$ cat src/rtl/axis_s_to_ad9764_pkg.sv
// rtl/axis_s_to_ad9764_pkg.sv - shared state encodings and constants for the AD9764 stream player
package axis_s_to_ad9764_pkg;

    typedef enum logic [1:0] {
        ST_IDLE   = 2'd0,
        ST_WAIT   = 2'd1,
        ST_SECOND = 2'd2,
        ST_PAUSE  = 2'd3
    } state_t;

    // Offset-binary code for a zero sample; driven whenever no sample is playing.
    localparam logic [13:0] DAC_MIDSCALE = 14'h2000;

    // Bit positions inside the 4-bit software control word.
    localparam int CTRL_DAC_EN = 0;
    localparam int CTRL_PA_EN  = 1;
    localparam int CTRL_PAUSE  = 3;

endpackage

$ cat src/rtl/ad9764_sample_fmt.sv
// rtl/ad9764_sample_fmt.sv - two's-complement 14-bit sample to AD9764 offset-binary code
module ad9764_sample_fmt (
    input  logic [13:0] i_sample,
    output logic [13:0] o_code
);

    // Adding half scale to a two's-complement value is just an MSB flip.
    assign o_code = {~i_sample[13], i_sample[12:0]};

endmodule

$ cat src/rtl/axis_s_to_ad9764.sv
// rtl/axis_s_to_ad9764.sv - AXI4-Stream slave playing two packed samples per word into an AD9764 DAC
module axis_s_to_ad9764
    import axis_s_to_ad9764_pkg::*;
(
    input  logic        s00_axis_aclk,
    input  logic        s00_axis_aresetn,
    input  logic [31:0] s00_axis_tdata,
    input  logic        s00_axis_tvalid,
    output logic        s00_axis_tready,
    input  logic [3:0]  s00_axis_tstrb,
    input  logic        s00_axis_tlast,
    input  logic [3:0]  control,
    output logic [13:0] DAC_data,
    output logic        ClockToDAC,
    output logic        DAC_sleep,
    output logic        PA_enable,
    output logic [1:0]  state
);

    // The reset input is active-high despite its name.
    logic        w_rst;
    logic        w_en;
    logic        w_pause;
    logic        w_accept;

    state_t      r_state;
    state_t      w_next_state;

    logic [13:0] r_second_slot;
    logic [13:0] r_dac_data;
    logic        r_dac_sleep;
    logic        r_pa_enable;
    logic        r_dac_en;

    logic [13:0] w_first_code;
    logic [13:0] w_second_code;
    logic [13:0] w_dac_next;
    logic        w_load_second;

    // Stream sideband, reserved control bit and slot padding bits carry no meaning here.
    logic        w_unused;

    assign w_rst    = s00_axis_aresetn;
    assign w_en     = control[CTRL_DAC_EN];
    assign w_pause  = control[CTRL_PAUSE];
    assign w_accept = (r_state == ST_WAIT) && s00_axis_tvalid;
    assign w_unused = ^{s00_axis_tstrb, s00_axis_tlast, control[2],
                        s00_axis_tdata[31:30], s00_axis_tdata[15:14]};

    ad9764_sample_fmt u_fmt_first (
        .i_sample (s00_axis_tdata[13:0]),
        .o_code   (w_first_code)
    );

    ad9764_sample_fmt u_fmt_second (
        .i_sample (r_second_slot),
        .o_code   (w_second_code)
    );

    // State register.
    always_ff @(posedge s00_axis_aclk or posedge w_rst) begin
        if (w_rst) begin
            r_state <= ST_IDLE;
        end else begin
            r_state <= w_next_state;
        end
    end

    // Next-state decode; disable overrides everything, pause never splits a word.
    always_comb begin
        w_next_state = r_state;
        if (!w_en) begin
            w_next_state = ST_IDLE;
        end else begin
            case (r_state)
                ST_IDLE:   w_next_state = w_pause ? ST_PAUSE : ST_WAIT;
                ST_WAIT: begin
                    if (s00_axis_tvalid) begin
                        w_next_state = ST_SECOND;
                    end else if (w_pause) begin
                        w_next_state = ST_PAUSE;
                    end
                end
                ST_SECOND: w_next_state = w_pause ? ST_PAUSE : ST_WAIT;
                ST_PAUSE: begin
                    if (!w_pause) begin
                        w_next_state = ST_WAIT;
                    end
                end
                default:   w_next_state = ST_IDLE;
            endcase
        end
    end

    // Output decode: choose the DAC code for the coming cycle; midscale on underrun, pause or idle.
    always_comb begin
        w_dac_next    = DAC_MIDSCALE;
        w_load_second = 1'b0;
        if (w_en) begin
            if (w_accept) begin
                w_dac_next    = w_first_code;
                w_load_second = 1'b1;
            end else if (r_state == ST_SECOND) begin
                w_dac_next    = w_second_code;
            end
        end
    end

    // Output and second-slot registers.
    always_ff @(posedge s00_axis_aclk or posedge w_rst) begin
        if (w_rst) begin
            r_second_slot <= 14'd0;
            r_dac_data    <= DAC_MIDSCALE;
            r_dac_sleep   <= 1'b1;
            r_pa_enable   <= 1'b0;
            r_dac_en      <= 1'b0;
        end else begin
            if (w_load_second) begin
                r_second_slot <= s00_axis_tdata[29:16];
            end
            r_dac_data  <= w_dac_next;
            r_dac_sleep <= (w_next_state == ST_IDLE);
            r_pa_enable <= control[CTRL_PA_EN] & w_en;
            r_dac_en    <= w_en;
        end
    end

    // Forwarded clock is inverted so the DAC latches mid-cycle; the enable only
    // changes just after a rising edge, while the inverted clock is already low.
    assign ClockToDAC      = r_dac_en & ~s00_axis_aclk;

    assign s00_axis_tready = (r_state == ST_WAIT);
    assign DAC_data        = r_dac_data;
    assign DAC_sleep       = r_dac_sleep;
    assign PA_enable       = r_pa_enable;
    assign state           = r_state;

endmodule

$ cat config.mk
export PLATFORM = sky130hd
export DESIGN_NAME = axis_s_to_ad9764
export DESIGN_NICKNAME = d
export VERILOG_FILES = /design/src/rtl/axis_s_to_ad9764_pkg.sv /design/src/rtl/ad9764_sample_fmt.sv /design/src/rtl/axis_s_to_ad9764.sv
export SDC_FILE = /design/constraint.sdc
export NUM_CORES = 1
export LEC_CHECK = 0
export CAP_MARGIN = 20
export CORE_MARGIN = 5
export CORE_UTILIZATION = 33
export DETAILED_ROUTE_END_ITERATION = 12
export HOLD_SLACK_MARGIN = 0.12
export MAX_ROUTING_LAYER = met4
export PLACE_DENSITY_LB_ADDON = 0.08
export SLEW_MARGIN = 10
export SYNTH_ARGS = -nofsm -noshare
export SYNTH_HDL_FRONTEND = slang
export SYNTH_SLANG_ARGS = --single-unit
export TNS_END_PERCENT = 10
$ cat constraint.sdc
create_clock -name s00_axis_aclk -period 1.2 [get_ports s00_axis_aclk]
set_input_delay 0.24 -clock s00_axis_aclk [delete_from_list [all_inputs] [get_ports s00_axis_aclk]]
set_output_delay 0.24 -clock s00_axis_aclk [all_outputs]
set_load 0.1 [all_outputs]
# == Yosys cells after proc, flatten, opt, wreduce, memory -nomap -nowiden ==
# Index checks and enable logic that the tools add are counted.
# totals
regBits,33
in_bits,44
out_inout_bits,20
elab_cells,29
# op_classes
n_eq_ne,3
n_mux,11
n_bitwise,5
n_reduce_logical,4
# ops
op,n
14-bit 2-to-1 mux,3
2-bit 2-to-1 mux,5
2-bit one-hot mux with 3 select lines,1
2-bit == test (second input constant),2
2-bit zero test,2
1-bit NOT,3
1-bit bitwise AND,2
2-bit by 1-bit == test with 1-bit output (second input constant),1
1-bit 2-to-1 mux,2
2-bit OR reduction,1
1-bit logical AND,1

# == Logic depth before layout (Yosys ltp) ==
# depth
word_depth,5
depth_mapped,4
ltp_nobuf,2

# == By module ==
# Synthesis repeated with hierarchy kept, for this count alone.
# hier_totals
cells_unflattened,133
hier_area_um2,1537.7
# modules_own_cells
module,instances,cells_per_inst,area_each_um2,seq_area_each_um2
axis_s_to_ad9764,1,105,1335.0,828.3
ad9764_sample_fmt,2,14,101.3,0.0

==> metrics.md <==
| Metric | Value |
|---|---|
| # rows | `24` |
| CP Launch Type | `flop` |
| Syn Area/Cell | `13.33 µm²` |
| Worst-case vdd ir drop | `825.3 µV` |
| Flop2flop setup slack | `-0.21 ns` |
| Die extent in x | `76.35 µm` |
| Final Cycle Share | `1.296` |
| Post-DP HPWL | `2.556 mm` |
| Clk_skew | `0.005032 ns` |
| Synth cell count leaders | `31 x dfrtp_1, 15 x a21oi_1, 14 x nand3b_1` |
| DRT Pass-1 Iters | `4` |
| Cell count after synthesis | `109` |
| Placement Cell Area | `2331 µm²` |
| Area growth, synth to finish | `78.04%` |
| Share of cells above drive strength 1 | `0.3944` |
| Synth Cell Area | `1453 µm²` |
| Setup crit end kind | `output pin` |
| I/O pin cnt | `64` |
| Top_reg_cell synth | `dfrtp_1` |
| Post-synth top area share | `0.5340` |
| Finished Core Util | `0.5981` |
| Post-synth ARST share | `1.000` |
| Vias in the first global route | `1311` |
| Die Y | `76.35 µm` |
| R2R cell count | `5` |
| GPL Wtd Cong | `0.7230` |
| Routed Antenna Nets | `0` |
| Min cycle time layout | `1.555 ns` |
| Post-synth cell types | `19` |
| Maxcap violations | `0` |
| Clock slew at reported path FFs | `0.07 ns` |
| IO buf count | `53` |
| Clock latency at the later pin of the worst-skew pair | `0.39 ns` |
| Final hold vios | `0` |
| RSZ-0062 raised after global routing | `true` |
| Initial Util | `0.3359` |
| Area leader, netlist | `dfrtp_1` |
| Routed wire length | `3.714 mm` |
| Min-Delay Path Class | `primary input to asynchronous set/reset pin` |
| Syn. warnings | `0` |
| # diodes | `0` |
| Max Transition Viols Final | `0` |
| Sequential-to-total area share from yosys stat | `0.5702` |
| Lkg Pwr | `0.001145 µW` |
| Dpl ws | `-0.8304 ns` |
| First-pass GRT wire length | `6.389 mm` |
| Final setup violation count | `25` |
| Worst-path fanout max | `3` |
| Die area | `5829 µm²` |
| Required time worst endpoint | `0.96 ns` |
| CTS tree | `yes` |
| Initial antenna violation count | `0` |
| Total gr overflow | `0` |
| Worst flop-to-flop path startpoint | `state[0]$_DFF_PP0_` |
| Vias post-DR | `1132` |
| Largest net degree at the start of global routing | `34` |
| Avg WL per Cell | `16.01 µm` |
| Critical path class | `flop to output pin` |
| Most common cell in the synthesized netlist | `dfrtp_1` |
| Total chip power | `3850 µW` |
| Max Clk Rate | `643.1 MHz` |
| Failing checks | `negative setup slack` |
| Post-route cell area | `2586 µm²` |
| Worst reg2reg endpoint | `r_second_slot[10]$_DFFE_PP0P_` |
| Worst Max-Slew Pin Slew | `0.2316 ns` |
| Cell Pwr Density | `1489 nW/µm²` |
| Synthesized flop and latch total | `33` |
| Worst setup margin | `-0.3550 ns` |
| DRC viols | `0` |
| Final net count | `223` |
| Outcome | `finished with violations` |
| Initial DRC count | `85` |
| Slew HR | `0.8451` |
| GRT Overall Usage | `0.1453` |
| Post-synth EDFFs | `0` |
| Vias per cell | `4.879` |
| Mapped Nets | `153` |
| CP arrival | `1.31 ns` |
| Synth top area cells | `dfrtp_1 53%, mux2_4 10%, nand4b_1 7.8%, nand3b_1 7.2%, a21oi_1 5.2%` |
| Core area | `4324 µm²` |
[through the flow]
step           instances  hold slack, ns  setup TNS (ns)
4_1_cts              229          0.1899          -2.861
5_1_grt              232          0.2087          -5.218
3_5_place_dp         216          0.4936          -9.381
2_1_floorplan        109          0.2714          -4.356
6_report             232          0.1883          -4.034
3_3_place_gp         216          0.4823          -8.464
[layer usage]
metal	global-route usage	share of wire	vias up
li1	-	-	531
met4	0.09091	0.017	0
met1	0.1623	0.43	558
met2	0.2140	0.49	35
met3	0.06028	0.056	8
met5	-	0	-
[cell type report]
type                    instances  area, µm²
well taps                      52      65.06
inverters                       3      11.26
fillers                       346       1738
flip-flops and latches         33      835.8
clock buffers                  10      133.9
repair buffers                 70      913.4
multi-input cells              63      596.8
clock inverters                 1      30.03
[worst max path at each step]
stage               cells past startpoint  slack [ns]                from                  to
floorplan                               3       -0.40  state[1]$_DFF_PP0_  state[0]$_DFF_PP0_
CTS                                     3       -0.37  state[1]$_DFF_PP0_     s00_axis_tready
global placement                        2       -0.83       s00_axis_aclk          ClockToDAC
detailed placement                      2       -0.83       s00_axis_aclk          ClockToDAC
global route                            3       -0.39  state[0]$_DFF_PP0_     s00_axis_tready
finish                                  3       -0.35  state[0]$_DFF_PP0_     s00_axis_tready
[cells by family (layout without fill, tap and decap cells)]
logic type	Yosys count	after routing	synth area share
buffers and inverters	13	84	0.04736
and+or+nand+nor	33	33	0.1929
muxes	14	14	0.1344
DFF	33	33	0.5702
AOI/OAI and AO/OA	16	16	0.05512
[placed cells by master (no fill, tap or decap)]
master,count
clkdlybuf4s50_1,33
dfrtp_1,29
buf_12,23
mux2_4,14
nand3b_1,14
nand4b_1,13
a21oi_1,12
clkbuf_8,8
buf_4,8
buf_6,6
inv_1,3
a21oi_2,3
dfstp_2,2
nor2b_4,2
dfrtp_4,2
nand4b_4,1
and2_1,1
and4b_1,1
and3b_1,1
o21ai_0,1
clkbuf_1,1
bufinv_16,1
buf_8,1
[worst max-delay path, cell delays in order (launching register included)]
cell and delay [ns]:
dfrtp_4 0.51, buf_6 0.13, nor2b_4 0.13, buf_12 0.16
[where the power goes]
part	total, µW	leakage (µW)	internal [µW]	switching [µW]
logic	966	0.000643	506	461
clock network	1520	0.0000889	909	607
registers	1370	0.000413	1270	98.2
total	3850	0.00114	2690	1170
[state kept, by name, summed over array words and instances (netlist names)]
register / flops
DAC_data: 14
r_second_slot: 14
state: 2
DAC_sleep: 1
PA_enable: 1
r_dac_en: 1
[what timing repair did]
item / CTS / global route
endpoints found under the setup margin: 35 / 42
hold endpoints to repair: 0 / 0
setup buffers: 2 / 4
gates resized for setup: 17 / 7
pin swaps: 0 / 6
hold buffers: 0 / 0
Power figures use the tool's default switching activity.
